$ cat src/rtl/bb_mem_arbiter_pkg.sv
// bb_mem_arbiter_pkg: action codes, FSM state encoding and default widths shared by the memory arbiter files
package bb_mem_arbiter_pkg;
  localparam int DEF_NUM_CH = 2;
  localparam int DEF_DW = 32;
  localparam int DEF_AW = 32;
  localparam int DEF_RD_LAT = 1;
  localparam int CNT_W = 4;
  typedef enum logic [1:0] {
    MEM_IDLE  = 2'b00,
    MEM_READ  = 2'b01,
    MEM_WRITE = 2'b10,
    MEM_RSVD  = 2'b11
  } mem_action_e;
  typedef enum logic [2:0] {
    IDLE = 3'd0,
    WR   = 3'd1,
    RD   = 3'd2,
    WAIT = 3'd3,
    RESP = 3'd4
  } state_e;
endpackage

$ cat src/rtl/bb_rr_arbiter.sv
// bb_rr_arbiter: combinational round-robin pick; req vector + last grant in, one-hot gnt / binary idx / any out
module bb_rr_arbiter #(
  parameter int NUM_CH = 2,
  localparam int IW = NUM_CH > 1 ? $clog2(NUM_CH) : 1
) (
  input  logic [NUM_CH-1:0] req,
  input  logic [IW-1:0]     last,
  output logic [NUM_CH-1:0] gnt,
  output logic [IW-1:0]     idx,
  output logic              any
);
  logic [NUM_CH-1:0] rot;
  always_comb begin
    rot = NUM_CH'({req, req} >> (int'(last) + 1));
    idx = '0;
    any = 1'b0;
    for (int i = NUM_CH - 1; i >= 0; i--) begin
      if (rot[i]) begin
        idx = IW'((int'(last) + 1 + i) % NUM_CH);
        any = 1'b1;
      end
    end
    gnt = any ? NUM_CH'(1) << idx : '0;
  end
endmodule

$ cat src/rtl/bb_mem_arbiter.sv
// bb_mem_arbiter: serialises NUM_CH i_action/i_addr/i_data requesters onto one mem_r_*/mem_w_* port, replying via o_ready/o_rsp_valid/o_rsp_data
module bb_mem_arbiter
  import bb_mem_arbiter_pkg::*;
#(
  parameter int NUM_CH = DEF_NUM_CH,
  parameter int DW = DEF_DW,
  parameter int AW = DEF_AW,
  parameter int RD_LAT = DEF_RD_LAT
) (
  input  logic                 clk,
  input  logic                 rst,
  input  logic [2*NUM_CH-1:0]  i_action,
  input  logic [AW*NUM_CH-1:0] i_addr,
  input  logic [DW*NUM_CH-1:0] i_data,
  output logic [NUM_CH-1:0]    o_ready,
  output logic [NUM_CH-1:0]    o_rsp_valid,
  output logic [DW-1:0]        o_rsp_data,
  output logic                 mem_r_en,
  output logic [AW-1:0]        mem_r_addr,
  input  logic [DW-1:0]        mem_r_data,
  output logic                 mem_w_en,
  output logic [AW-1:0]        mem_w_addr,
  output logic [DW-1:0]        mem_w_data
);
  localparam int IW = NUM_CH > 1 ? $clog2(NUM_CH) : 1;
  state_e state_q, state_d;
  logic [IW-1:0] last_q, last_d, gidx;
  logic [CNT_W-1:0] cnt_q, cnt_d;
  logic [AW-1:0] r_addr_q, r_addr_d, w_addr_q, w_addr_d;
  logic [DW-1:0] w_data_q, w_data_d, rsp_q, rsp_d;
  logic [NUM_CH-1:0] req, gnt;
  logic any;
  logic [1:0] sel_act;
  logic [AW-1:0] sel_addr;
  logic [DW-1:0] sel_data;
  always_comb begin
    req = '0;
    for (int k = 0; k < NUM_CH; k++) req[k] = i_action[2*k+:2] == MEM_READ || i_action[2*k+:2] == MEM_WRITE;
  end
  bb_rr_arbiter #(.NUM_CH(NUM_CH)) u_rr (
    .req (req),
    .last(last_q),
    .gnt (gnt),
    .idx (gidx),
    .any (any)
  );
  always_comb begin
    sel_act = '0;
    sel_addr = '0;
    sel_data = '0;
    for (int k = 0; k < NUM_CH; k++) begin
      if (gnt[k]) begin
        sel_act = i_action[2*k+:2];
        sel_addr = i_addr[AW*k+:AW];
        sel_data = i_data[DW*k+:DW];
      end
    end
  end
  always_comb begin
    state_d = state_q;
    last_d = last_q;
    cnt_d = cnt_q;
    r_addr_d = r_addr_q;
    w_addr_d = w_addr_q;
    w_data_d = w_data_q;
    rsp_d = rsp_q;
    case (state_q)
      IDLE: begin
        if (any) begin
          last_d = gidx;
          state_d = sel_act == MEM_WRITE ? WR : RD;
          w_addr_d = sel_act == MEM_WRITE ? sel_addr : w_addr_q;
          w_data_d = sel_act == MEM_WRITE ? sel_data : w_data_q;
          r_addr_d = sel_act == MEM_WRITE ? r_addr_q : sel_addr;
        end
      end
      WR: state_d = IDLE;
      RD: begin
        cnt_d = CNT_W'(RD_LAT - 1);
        state_d = WAIT;
      end
      WAIT: begin
        cnt_d = cnt_q - 1'b1;
        rsp_d = cnt_q == '0 ? mem_r_data : rsp_q;
        state_d = cnt_q == '0 ? RESP : WAIT;
      end
      RESP: state_d = IDLE;
      default: state_d = IDLE;
    endcase
  end
  always_ff @(posedge clk or posedge rst) begin
    if (rst) begin
      state_q <= IDLE;
      last_q <= IW'(NUM_CH - 1);
      cnt_q <= '0;
      r_addr_q <= '0;
      w_addr_q <= '0;
      w_data_q <= '0;
      rsp_q <= '0;
    end else begin
      state_q <= state_d;
      last_q <= last_d;
      cnt_q <= cnt_d;
      r_addr_q <= r_addr_d;
      w_addr_q <= w_addr_d;
      w_data_q <= w_data_d;
      rsp_q <= rsp_d;
    end
  end
  assign o_ready = state_q == IDLE && !rst ? gnt : '0;
  assign o_rsp_valid = state_q == RESP ? NUM_CH'(1) << last_q : '0;
  assign o_rsp_data = rsp_q;
  assign mem_r_en = state_q == RD;
  assign mem_r_addr = r_addr_q;
  assign mem_w_en = state_q == WR;
  assign mem_w_addr = w_addr_q;
  assign mem_w_data = w_data_q;
endmodule
$ cat config.mk
export PLATFORM = sky130hd
export DESIGN_NAME = bb_mem_arbiter
export DESIGN_NICKNAME = d
export VERILOG_FILES = /design/src/rtl/bb_mem_arbiter_pkg.sv /design/src/rtl/bb_rr_arbiter.sv /design/src/rtl/bb_mem_arbiter.sv
export SDC_FILE = /design/constraint.sdc
export NUM_CORES = 1
export LEC_CHECK = 0
export CORE_MARGIN = 5
export CORE_UTILIZATION = 30
export CTS_BUF_LIST = sky130_fd_sc_hd__clkbuf_8 sky130_fd_sc_hd__clkbuf_16
export DETAILED_ROUTE_END_ITERATION = 10
export PLACE_DENSITY_LB_ADDON = 0.05
export SLEW_MARGIN = 15
export SYNTH_ARGS = -nofsm -noshare
export SYNTH_HDL_FRONTEND = slang
export SYNTH_SLANG_ARGS = --single-unit
$ cat constraint.sdc
create_clock -name clk -period 4.7 [get_ports clk]
set_input_delay 0.47 -clock clk [delete_from_list [all_inputs] [get_ports clk]]
set_output_delay 0.47 -clock clk [all_outputs]
set_load 0.02 [all_outputs]
# == Word level (Yosys, flattened, before mapping) ==
# Index checks and enable logic that the tools add are counted.
# word_totals
regBits,136
input_bits,166
output_inout_bits,134
word_cells,53
# classes
n_addsub,3
eq_ne,10
n_shift,3
n_mux,18
n_bitwise,1
n_reduce_logical,11
# ops
cell,count
32-bit 2-to-1 mux,4
2-bit 2-to-1 mux,6
3-bit one-hot mux with 3 select lines,1
4-bit one-hot mux with 2 select lines,1
2-bit equality test (second input constant),3
3-bit by 2-bit equality test with 1-bit output (second input constant),2
3-bit 2-to-1 mux,2
3-bit AND reduction,2
2-bit by 1-bit equality test with 1-bit output (second input constant),2
4-bit logical NOT,1
1-bit 2-to-1 mux,4
2-bit AND reduction,2
1-bit by 1-bit left shift with 2-bit output (first input constant),2
4-bit by 2-bit right shift with 2-bit output,1
4-bit by 1-bit subtractor with 4-bit output (second input constant),1
3-bit by 1-bit equality test with 1-bit output (second input constant),1
3-bit equality test (second input constant),1
3-bit logical NOT,1
1-bit by 1-bit adder with 2-bit output (second input constant),1
1-bit logical OR,2
2-bit inequality test (second input constant),1
2-bit nonzero test,1
1-bit adder (second input constant),1
1-bit logical AND,1
other kinds (2),2

# == Longest topological paths before layout ==
# depth
word_depth,13
ltp_mapped,7
mapped_depth_nobuf,5

# == Modules after synthesis ==
# A second synthesis with hierarchy kept.
# unflattened
hier_cells,409
hier_area_um2,5999.5
# by_module_without_submodules
mod,instances,cells_per_inst,area_per_inst_um2,seq_area_each_um2
bb_mem_arbiter,1,404,5967.0,3404.5
bb_rr_arbiter,1,5,32.5,0.0

# == Least setup slack after synthesis ==
# Ideal clock, no wire load.
# synth_path
path_kind,input to output
startpoint,in rst
endpoint,out o_ready[0]
t_arrival_ns,3.932
required_ns,4.230
slack_ns,0.298
cell_stages,2
path_buffers,0
cell_sequence,inv_1 o2111a_1
# synth_via
elab_chain_len,3
# synth_rtl
element,line,source
"start, declared",bb_mem_arbiter.sv:11,"input logic rst,"
1-bit logical NOT,bb_mem_arbiter.sv:110,assign o_ready = state_q == IDLE && !rst ? gnt : '0;
1-bit logical AND,bb_mem_arbiter.sv:110,
2-bit 2-to-1 mux,bb_mem_arbiter.sv:110,
"end, declared",bb_mem_arbiter.sv:15,"output logic [NUM_CH-1:0] o_ready,"
# Every way passes these cells.

# == Worst setup path in the final report ==
# layout_path
startpoint,in i_action[0]
endpoint,out o_ready[1]
# layout_via
elab_chain_len,8
word_cells_on_any_way,11
cone_classes,2 x eq/ne; 2 x shift; 6 x mux; 1 x reduce/logical
# layout_rtl
element,line,source
"start, declared",bb_mem_arbiter.sv:12,"input logic [2*NUM_CH-1:0] i_action,"
2-bit by 1-bit equality test with 1-bit output or 2-bit equality test (tied branches),bb_mem_arbiter.sv:38,for (int k = 0; k < NUM_CH; k++) req[k] = i_action[2*k+:2] == MEM_READ || i_action[2*k+:2] == MEM_WRITE;
1-bit logical OR *,bb_mem_arbiter.sv:38,
4-bit by 2-bit right shift with 2-bit output *,bb_rr_arbiter.sv:14,"rot = NUM_CH'({req, req} >> (int'(last) + 1));"
1-bit 2-to-1 mux (2 in series),bb_rr_arbiter.sv:18,if (rot[i]) begin
1-bit by 1-bit left shift with 2-bit output,bb_rr_arbiter.sv:23,gnt = any ? NUM_CH'(1) << idx : '0;
2-bit 2-to-1 mux *,bb_rr_arbiter.sv:23,
2-bit 2-to-1 mux *,bb_mem_arbiter.sv:110,
# Every way passes the cells marked *; elsewhere a longest branch is shown, timed or not.

==> summary.md <==
| Metric | Value |
|---|---|
| Remaining Overflow, GRT | 0 |
| Initial core utilization | 30.65% |
| Overall Global Routing Usage | 15.15% |
| Clock Skews | 0.004695 ns |
| Worst Path Arrival | 2.57 ns |
| Crit-path cells | clkdlybuf4s50_1, xor2_1, a21oi_4, buf_4, and3_1, clkdlybuf4s50_1 |
| Share of cells above drive strength 1 | 23.50% |
| Post-CTS setup buffers | 0 |
| HP Class | reg -> reg |
| Critical Path Max Stage Delay | 0.62 ns |
| CTS root buffer | clkbuf_16 |
| Seq/Total Area, Yosys | 54.72% |
| # diodes | 0 |
| Synthesis-to-finish area growth | 60.93% |
| Clock Sinks | 136 |
| Hold Slack | 0.4857 ns |
| Tot Pwr | 0.006789 W |
| Final period util | 64.60% |
| Critical path buffers and inverters | 3 |
| Most frequent CP cell | clkdlybuf4s50_1 |
| # port buffers | 299 |
| Power Density | 678.0 nW/um^2 |
| Synth top area cells | dfrtp_1, mux2_4, mux2_2 |
| Synth Net Count | 575 |
| Vias in the first global route | 4,971 |
| Row count | 52 |
| H-tree depth | 4 |
| Most used DFF post-synth | dfrtp_1 |
| Die width | 154.0 microns |
| Avg WL per Cell | 18.59 microns |
| Worst Hold Depth | 1 |
| Initial DRC Count | 200 |
| GP Congestion | 0.8076 |
| Synth top area share | 54.29% |
| IO Pins | 300 |
| Synth unique cells | 36 |
| Delay-heaviest family, CP | buffers and inverters |
| Fmax | 0.3294 GHz |
| Final Hold Fails | 0 |
| CP startpoint kind | primary input |
| Clk_lat worst skew | 0.41 ns |
| Slowest stage cell on the critical path | clkdlybuf4s50_1 |
| CORE AREA | 20,300 sq um |
| Hold path endpoint | mem_r_addr[18]$_DFFE_PP0P_ |
| YS warnings | 0 |
| Post-synth EDFFs | 0 |
| CP Class | in -> out |
| Die Footprint | 23,720 sq um |
| Synth async-reset ratio | 100.0% |
| Routed Antenna Nets | 0 |
| Cell Area, Synth | 6222 sq um |
| Num CTS Buffers | 17 |
| Die H | 154.0 microns |
| Largest net degree at the start of global routing | 80 |
| Worst slew margin | 36.04% |
| Critical path data required time | 4.23 ns |
| First-pass GRT wire length | 28,170 microns |
| Leak Pwr | 4.291 nW |
| Reg2Reg Depth | 5 |
| TritonRoute pass-1 iters | 4 |
| # DRC | 0 |
| Most common cell in the netlist | dfrtp_1 |
| Reg clk slew, reported paths | 0.06 ns |
| Fin. max-slew vios | 0 |
| Initial antenna violation count | 0 |
| CTS tree | yes |
| Hold_sp | mem_r_addr[18]$_DFFE_PP0P_ |
| Critical R2R Launch | state_q[0]$_DFFE_PP0P_ |
| Maximum clock path buffer count | 2 |
| Number of hold buffers added after CTS | 0 |
| Register bit total from synthesis | 136 |
| Placed cell count | 954 |
| Layout Cells excl Fill | 985 |
| Crit. End Element | primary output |
| Core Util, Final | 49.33% |
| CP max FO | 36 |
| Max-cap violations | 0 |
| RSZ-0062 raised after global routing | no |
| Capturing point of the worst reg2reg path | mem_r_addr[6]$_DFFE_PP0P_ |
| Post-Synthesis Cells | 407 |
| PostCTS Resize Cnt | 0 |
| Setup Total Neg Slack | 0 ns |
| Via count | 4,538 |
| Post-layout min period | 3.036 ns |
| Status | finished clean |
| Mean Syn Cell Area | 15.29 sq um |
| Routed WL | 18,310 microns |
| Via/cell ratio | 4.607 |
| Leading area contributor after synthesis | dfrtp_1 |
| Layout Nets | 871 |
| Peak supply drop | 0.2764 mV |
| Reg-to-reg slack, setup | 2.18 ns |
| HPWL after DPL | 13,460 microns |
| Least-Margin Pin Slew | 0.9570 ns |
| Setup Viol. Count Final | 0 |
| Top cells by count, synth | dfrtp_1, a22o_1, mux2_4, mux2_2, buf_6 |
==> cell families (layout without fill, tap and decap cells) <==
family	count (synthesis)	after routing	share of synthesized area, %
XOR/XNOR	3	3	0.4224
AO/OA/AOI/OAI	80	80	10.78
multiplexers	128	128	26.91
adder cells (fa/ha/maj)	2	2	0.4021
buffers and inverters	37	345	4.545
AND/OR/NAND/NOR	21	21	2.232
flip-flops	136	136	54.72
==> worst max path at each step <==
stage | depth (start not counted) | endpoint | from
final | 6 | o_ready[1] | i_action[0]
after global routing | 6 | o_ready[1] | i_action[0]
after CTS | 6 | o_ready[1] | i_action[0]
after detailed placement | 6 | mem_r_addr[6]$_DFFE_PP0P_ | i_action[0]
after global placement | 6 | mem_r_addr[6]$_DFFE_PP0P_ | i_action[0]
after floorplan | 2 | o_ready[0] | rst
==> cell usage in the layout, fill, tap and decap left out, types with 2 or more instances in the layout <==
cell type / instances
nor3_4: 2
inv_6: 2
inv_1: 6
clkinv_2: 6
mux2_2: 60
xor2_1: 2
a22o_1: 65
nor2_1: 2
clkdlybuf4s50_1: 299
clkbuf_16: 17
nand2b_1: 2
ha_1: 2
o21ai_1: 2
o21ai_0: 4
nor4b_1: 2
nand2_1: 3
a21o_1: 2
buf_4: 6
mux2_1: 6
and2b_1: 2
nand3b_1: 2
mux2_4: 62
nor3_1: 2
clkinvlp_4: 3
bufinv_16: 4
dfrtp_1: 135
==> power breakdown <==
group,leakage (nW),internal (W),switching (W)
Sequential,1.68,0.00172,0.000310
Clock,0.294,0.000880,0.000506
Combinational,2.32,0.00184,0.00152
==> metal layers <==
layer	track usage (%)	routed length, microns	part of all wire (%)
met5	0	0	0
met4	5.929	353	1.9
met3	6.211	1829	10
met2	24.81	8863	48
met1	17.75	7266	40
==> flip-flops by register name, summed over array words and instances, names as in the netlist <==
register,cells
o_rsp_data,32
mem_w_data,32
mem_r_addr,32
cnt_q,4
last_q,1
state_q,3
mem_w_addr,32
==> area by class of cell <==
class	count	area, sq um
clock inverter	14	181.4
multi-input combinational	234	2564
tap	270	337.8
inverter	7	31.28
fill	1832	10290
timing repair buffer	307	3069
sequential	136	3405
clock buffer	17	425.4
==> through the flow <==
step / setup slack (ns) / instance area, sq um
after global placement: 1.563 / 9403
final: 1.664 / 10010
after detailed placement: 1.466 / 9403
after floorplan: 0.2976 / 6222
after CTS: 1.663 / 10010
after global routing: 1.561 / 10010
No activity file was read; power rests on OpenSTA's default activity.
